--- src/rtl/sc_datamem_io.sv ---
// sc_datamem_io
//   Data memory with memory-mapped I/O for the single-cycle CPU.
//   Decode uses addr[7:0] only (aliases every 256 bytes, word accesses):
//     0x00-0x7C : RAM_WORDS x 32-bit read/write RAM, index addr[6:2]
//     0x80/84/88: write-only minute/second/centisecond BCD registers
//                 (datain[7:0]); the rest of 0x80-0xBC ignores writes;
//                 reads anywhere in 0x80-0xBC return 0
//     0xC0-0xFC : read-only {24'b0, in_port}; writes ignored
//   Ports:
//     clock, resetn           : clock, synchronous active-low reset
//     addr, datain, we        : CPU ALU result, store data, write enable
//     dataout                 : combinational load data
//     in_port                 : switch input
//     *_display_high/_low     : BCD digit nibbles to the 7-segment decoders
module sc_datamem_io #(
  parameter int unsigned RAM_WORDS = 32
) (
  input  logic        clock,
  input  logic        resetn,
  input  logic [31:0] addr,
  input  logic [31:0] datain,
  input  logic        we,
  output logic [31:0] dataout,
  input  logic [7:0]  in_port,
  output logic [3:0]  minute_display_high,
  output logic [3:0]  minute_display_low,
  output logic [3:0]  second_display_high,
  output logic [3:0]  second_display_low,
  output logic [3:0]  msecond_display_high,
  output logic [3:0]  msecond_display_low
);

  logic [31:0] ram_q [RAM_WORDS];
  logic [31:0] ram_d [RAM_WORDS];
  logic [7:0]  minute_q, minute_d;
  logic [7:0]  second_q, second_d;
  logic [7:0]  msecond_q, msecond_d;

  logic [4:0]  ram_idx;
  logic        ram_idx_ok;
  logic        unused_addr_bits;

  assign ram_idx          = addr[6:2];
  assign ram_idx_ok       = (32'(ram_idx) < RAM_WORDS);
  assign unused_addr_bits = ^{addr[31:8], addr[1:0]};

  // Next-state: RAM writes only when addr[7]=0, display writes only at
  // word offsets 0x80/0x84/0x88 of the output region.
  always_comb begin
    ram_d     = ram_q;
    minute_d  = minute_q;
    second_d  = second_q;
    msecond_d = msecond_q;
    if (we) begin
      if (!addr[7]) begin
        if (ram_idx_ok) ram_d[ram_idx] = datain;
      end else if (!addr[6]) begin
        case (addr[5:2])
          4'h0:    minute_d  = datain[7:0];
          4'h1:    second_d  = datain[7:0];
          4'h2:    msecond_d = datain[7:0];
          default: ;
        endcase
      end
    end
  end

  always_ff @(posedge clock) begin
    if (!resetn) begin
      ram_q     <= '{default: '0};
      minute_q  <= '0;
      second_q  <= '0;
      msecond_q <= '0;
    end else begin
      ram_q     <= ram_d;
      minute_q  <= minute_d;
      second_q  <= second_d;
      msecond_q <= msecond_d;
    end
  end

  // Combinational load path; no bypass of a same-cycle write.
  always_comb begin
    dataout = '0;
    if (!addr[7]) begin
      if (ram_idx_ok) dataout = ram_q[ram_idx];
    end else if (addr[6]) begin
      dataout = {24'b0, in_port};
    end
  end

  assign minute_display_high  = minute_q[7:4];
  assign minute_display_low   = minute_q[3:0];
  assign second_display_high  = second_q[7:4];
  assign second_display_low   = second_q[3:0];
  assign msecond_display_high = msecond_q[7:4];
  assign msecond_display_low  = msecond_q[3:0];

endmodule

--- config.mk ---
export PLATFORM = sky130hd
export DESIGN_NAME = sc_datamem_io
export DESIGN_NICKNAME = d
export VERILOG_FILES = /design/src/rtl/sc_datamem_io.sv
export SDC_FILE = /design/constraint.sdc
export NUM_CORES = 2
export LEC_CHECK = 0
export BUFFER_PORTS_ARGS = -buffer_cell sky130_fd_sc_hd__buf_2
export CORE_MARGIN = 3
export CORE_UTILIZATION = 63
export DETAILED_ROUTE_END_ITERATION = 8
export PLACE_DENSITY = 0.85
export REMOVE_ABC_BUFFERS = 1
export SLEW_MARGIN = 25
export SYNTH_ARGS = -nofsm -noshare
export SYNTH_HDL_FRONTEND = slang
export SYNTH_SLANG_ARGS = --single-unit
--- constraint.sdc ---
create_clock -name clock -period 2.88 [get_ports clock]
set_input_delay 0.432 -clock clock [delete_from_list [all_inputs] [get_ports clock]]
set_output_delay 0.432 -clock clock [all_outputs]
set_load 0.005 [all_outputs]
### Word level (Yosys, flattened, before mapping)

Index checks and enable logic that the tools add are counted.

* flip-flop bits (word level): 1048
* output and inout bits: 56
* word-level logic and storage cells: 56
* bits of input ports: 75

* order comparisons: 2
* reduce and logical (&&, ||, !) cells: 6
* equal/unequal tests: 2
* muxes and demuxes: 8
* bitwise logic cells: 3

Operators by type and width (count)
* 1024-bit bitwise mux: 1
* 32-bit binary-select mux with 5-bit select: 1
* 32-bit demux with 5-bit select: 1
* 32-bit two-way mux: 4
* 4-bit AND reduction: 3
* 8-bit two-way mux: 1
* 6-bit greater-or-equal comparator (second input constant): 1
* 6-bit by 1-bit less-than comparator with 1-bit output (second input constant): 1
* 5-bit NOT with 6-bit output: 1
* 4-bit by 1-bit == test with 1-bit output (second input constant): 1
* 4-bit by 2-bit == test with 1-bit output (second input constant): 1
* 4-bit logical NOT: 1
* 1-bit NOT: 2
* 2-bit AND reduction: 1
* 1-bit logical AND: 1

### Longest topological paths before layout

* word-level depth: 6
* depth in mapped cells: 8

### Worst setup path before layout

No wires, ideal clock.

* path type: input-to-output
* start point: in addr[2]
* end point: out dataout[14]
* arrival time: 1.878 ns
* required time: 2.448 ns
* stages on the path: 6
* setup slack: 0.570 ns
* path through: buf_2 -> buf_4 -> buf_2 -> mux4_2 -> a22oi_1 -> a41oi_1

* word-level cells in the longest chain between the ends: 5

RTL lines
* start: declaration: RTL line 20 `input logic [31:0] addr,`
* 5-bit NOT with 6-bit output (not written as such): RTL line 86 `if (ram_idx_ok) dataout = ram_q[ram_idx];`
* 32-bit binary-select mux with 5-bit select: RTL line 86
* 32-bit two-way mux (not written as such) (2 in series): RTL line 86
* 32-bit two-way mux: RTL line 85 `if (!addr[7]) begin`
* end: declaration: RTL line 23 `output logic [31:0] dataout,`

No other way between the ends. The select of a mux whose other input is x is not followed.

### Worst setup path in the final report

* start point: in addr[3]
* end point: out dataout[25]

Same word-level chain as after synthesis.

==> impl_metrics.csv <==
group,metric,value,unit
worst_setup_path,arrival,2.42,ns
place,gp_congestion,0.8729,
global_route,grt-ovfl-total,0,
timing,fmax,0.3512,GHz
cts,clockBufferDepth,3,
route,drt-initial-drc-count,6054,
timing,worstMarginPinSlew,0.9712,ns
global_route,antenna_found_initial,9,
route,vias,41310,
floorplanning,core,0.07333,sq mm
logic_synthesis,synth_area,0.04680,sq mm
run_status,status,"complete, no violations",
hold_path,holdPathStages,2,
floorplanning,start_util,63.82,%
place,hpwl,90340,microns
logic_synthesis,synth-edff-count,0,
floorplanning,rows,99,
logic_synthesis,synth_cell_types,42,
cts,clock_latency,0.66,ns
route,drt-total-wl,154700,microns
floorplanning,chipHeight,278.6,microns
logic_synthesis,yosysMostFrequentCell,"nand2_1",
logic_synthesis,synth_area_per_cell,8.766,sq um
logic_synthesis,synthTopCellsByCount,"2081 x nand2_1, 1048 x dfxtp_1, 858 x a21boi_0, 348 x clkbuf_1, 192 x mux4_2",
route,ant_nets,0,
worst_setup_path,regToRegEndpoint,"ram_q[439]$_SDFFE_PN0P_",
floorplanning,io_pins,131,
cts,cts_setup_buffers,0,
logic_synthesis,synth_flop_cell,"dfxtp_1",
route,route.detailed.drc,0,
worst_setup_path,path_cells,"buf_8 > buf_12 > mux4_2 > a22oi_1 > a41oi_1 > buf_2",
worst_setup_path,critPathTopFamily,"buffers and inverters",
global_route,grt_first_pass_wirelength,232300,microns
timing,hold_viol_final,0,
worst_setup_path,required,2.45,ns
logic_synthesis,yosys-top-cells-area,"dfxtp_1 45%, nand2_1 17%, a21boi_0 14%, mux4_2 9.2%, mux2i_1 3.3%",
hold_path,hp-start,"resetn",
global_route,grt.total_usage,38.71,%
logic_synthesis,synth_warnings,0,
logic_synthesis,synth_top_area_share,44.83,%
power,cellLeakagePower,17.13,nW
timing,fin_hold_ws,0.2263,ns
place,port_buffers,104,
timing,drv_slew,0,
worst_setup_path,endpoint_kind,"output pin",
finish,stdcell_area,0.05262,sq mm
worst_setup_path,max_stage_delay,0.51,ns
floorplanning,die_w,278.6,microns
logic_synthesis,synth.yosys.seq_area_share,44.83,%
global_route,grt_pass1_vias,40220,
finish,area_growth,12.43,%
logic_synthesis,synth_top_area_cell,"dfxtp_1",
power,power.density,573.7,mW/mm^2
route,wl_per_cell,24.59,microns
cts,numCtsBuffers,104,
worst_setup_path,cp-start-kind,"input pin",
cts,cts_root_buffer,"clkbuf_16",
cts,cts_tree,"built",
place,dp.cells,6096,
timing,grt_setup_unrepaired,"false",
worst_setup_path,cp_num_buf_inv,3,
global_route,grt_max_degree,142,
hold_path,hold_path.class,"input pin to flip-flop",
timing,layout_min_cycle_time,2.848,ns
timing,setup_tns,0,ns
logic_synthesis,synth_seq_cells,1048,
route,vias_per_cell,6.567,
worst_setup_path,slowest_stage,"mux4_2",
logic_synthesis,async_reset_ff_share,0,%
cts,htree_num_levels,3,
route,dr.pass1.iters,8,
global_route,grt_busiest_layer,"met2",
power,peakVddDrop,497.0,uV
flow_run,drv_cap,0,
global_route,grtUsageMet2,58.93,%
worst_setup_path,crit_start,"addr[3]",
timing,relSlewSlack,35.25,%
worst_setup_path,critical_path_class,"input pin to output pin",
cts,cts_sinks,1048,
cts,clkTransAtPathRegs,0.06,ns
hold_path,hold-path-endpoint,"ram_q[720]$_SDFFE_PN0P_",
timing,finClkSkew,0,ns
worst_setup_path,reg2regPathDepth,2,
logic_synthesis,synthCells,5339,
finish,nets,5318,
timing,period_share,98.88,%
global_route,use_met1,48.35,%
worst_setup_path,reg2reg_from,"ram_q[439]$_SDFFE_PN0P_",
finish,final_cells,6291,
global_route,use_met3,9.974,%
finish,drive_gt1_share,14.03,%
floorplanning,die-area,0.07760,sq mm
timing,setup_viol,0,
worst_setup_path,cp_max_fo,19,
worst_setup_path,r2r_slack,2.03,ns
place,placed_cell_area,0.04904,sq mm
[layout make-up]
| cell class | instances | area, sq um |
|---|---|---|
| well taps | 959 | 1200 |
| repair buffers | 323 | 2999 |
| flip-flops and latches | 1048 | 20980 |
| clock buffers | 143 | 3002 |
| diodes | 6 | 15.01 |
| fillers | 4991 | 20710 |
| clock inverters | 46 | 503.0 |
| inverters | 2 | 7.507 |
| multi-input cells | 3764 | 23910 |
[sequential cells by signal, summed over array words and instances (netlist names)]
name       count
ram_q       1024
minute_q       8
msecond_q      8
second_q       8
[report_power, final]
group          switching, mW  total, mW  internal (mW)  leakage, nW
registers             0.0314       14.6           14.6         8.44
clock network           5.87       14.0           8.09         1.73
logic                   1.05       1.64          0.596         6.95
total                   6.94       30.2           23.2         17.1
[worst max-delay path by stage]
stage / to / cells past startpoint
floorplan: second_q[0]$_SDFFE_PN0P_ / 4
global placement: dataout[2] / 7
detailed placement: dataout[0] / 8
CTS: dataout[0] / 8
global route: dataout[0] / 7
finish: dataout[25] / 6
[timing repair]
item / CTS / global route
hold buffers: 0 / 0
setup endpoints to repair: 0 / 11
gates resized for setup: 0 / 11
endpoints found under the hold margin: 0 / 0
[logic make-up (layout without fill, tap and decap cells)]
family | count (synthesis) | in the layout | share of synthesized area (%)
muxes | 344 | 344 | 12.49
AOI/OAI and AO/OA | 1224 | 1224 | 19.46
and+or+nand+nor | 2196 | 2196 | 18.54
DFF | 1048 | 1048 | 44.83
other | 0 | 6 | 0
buffers and inverters | 527 | 514 | 4.684
[placed cells by master (no fill, tap or decap), drive strengths merged, types with 3 or more instances in the layout]
master	count
nand2	2081
dfxtp	1048
a21boi	1024
buf	323
mux4	192
mux2i	152
clkbuf	143
a22oi	96
o22ai	64
nor2	32
clkinv	26
a41oi	24
nor2b	24
nor4	18
bufinv	9
a21oi	8
a31oi	8
inv	7
diode	6
clkinvlp	6
nand4b	5
or4b	5
nand4bb	4
or4bb	4
nor3b	3
or3b	3
nand3b	3
and3b	3
[metal layers]
layer	vias to the layer above	share of wire (%)
met5	-	0.019
met4	6	7.3
met3	773	13
met2	2947	44
met1	19790	35
li1	17790	-
[metrics by stage]
stage / setup slack (ns) / power, mW / util (%)
2_1_floorplan: 0.1075 / 15.43 / -
3_3_place_gp: 0.03337 / 16.46 / 66.87
3_5_place_dp: 0.03427 / 16.48 / 66.87
4_1_cts: 0.02471 / 30.11 / 71.65
5_1_grt: 0.01427 / 30.83 / 71.74
6_report: 0.03228 / 30.19 / 71.75
(Power assumes the default switching activity.)
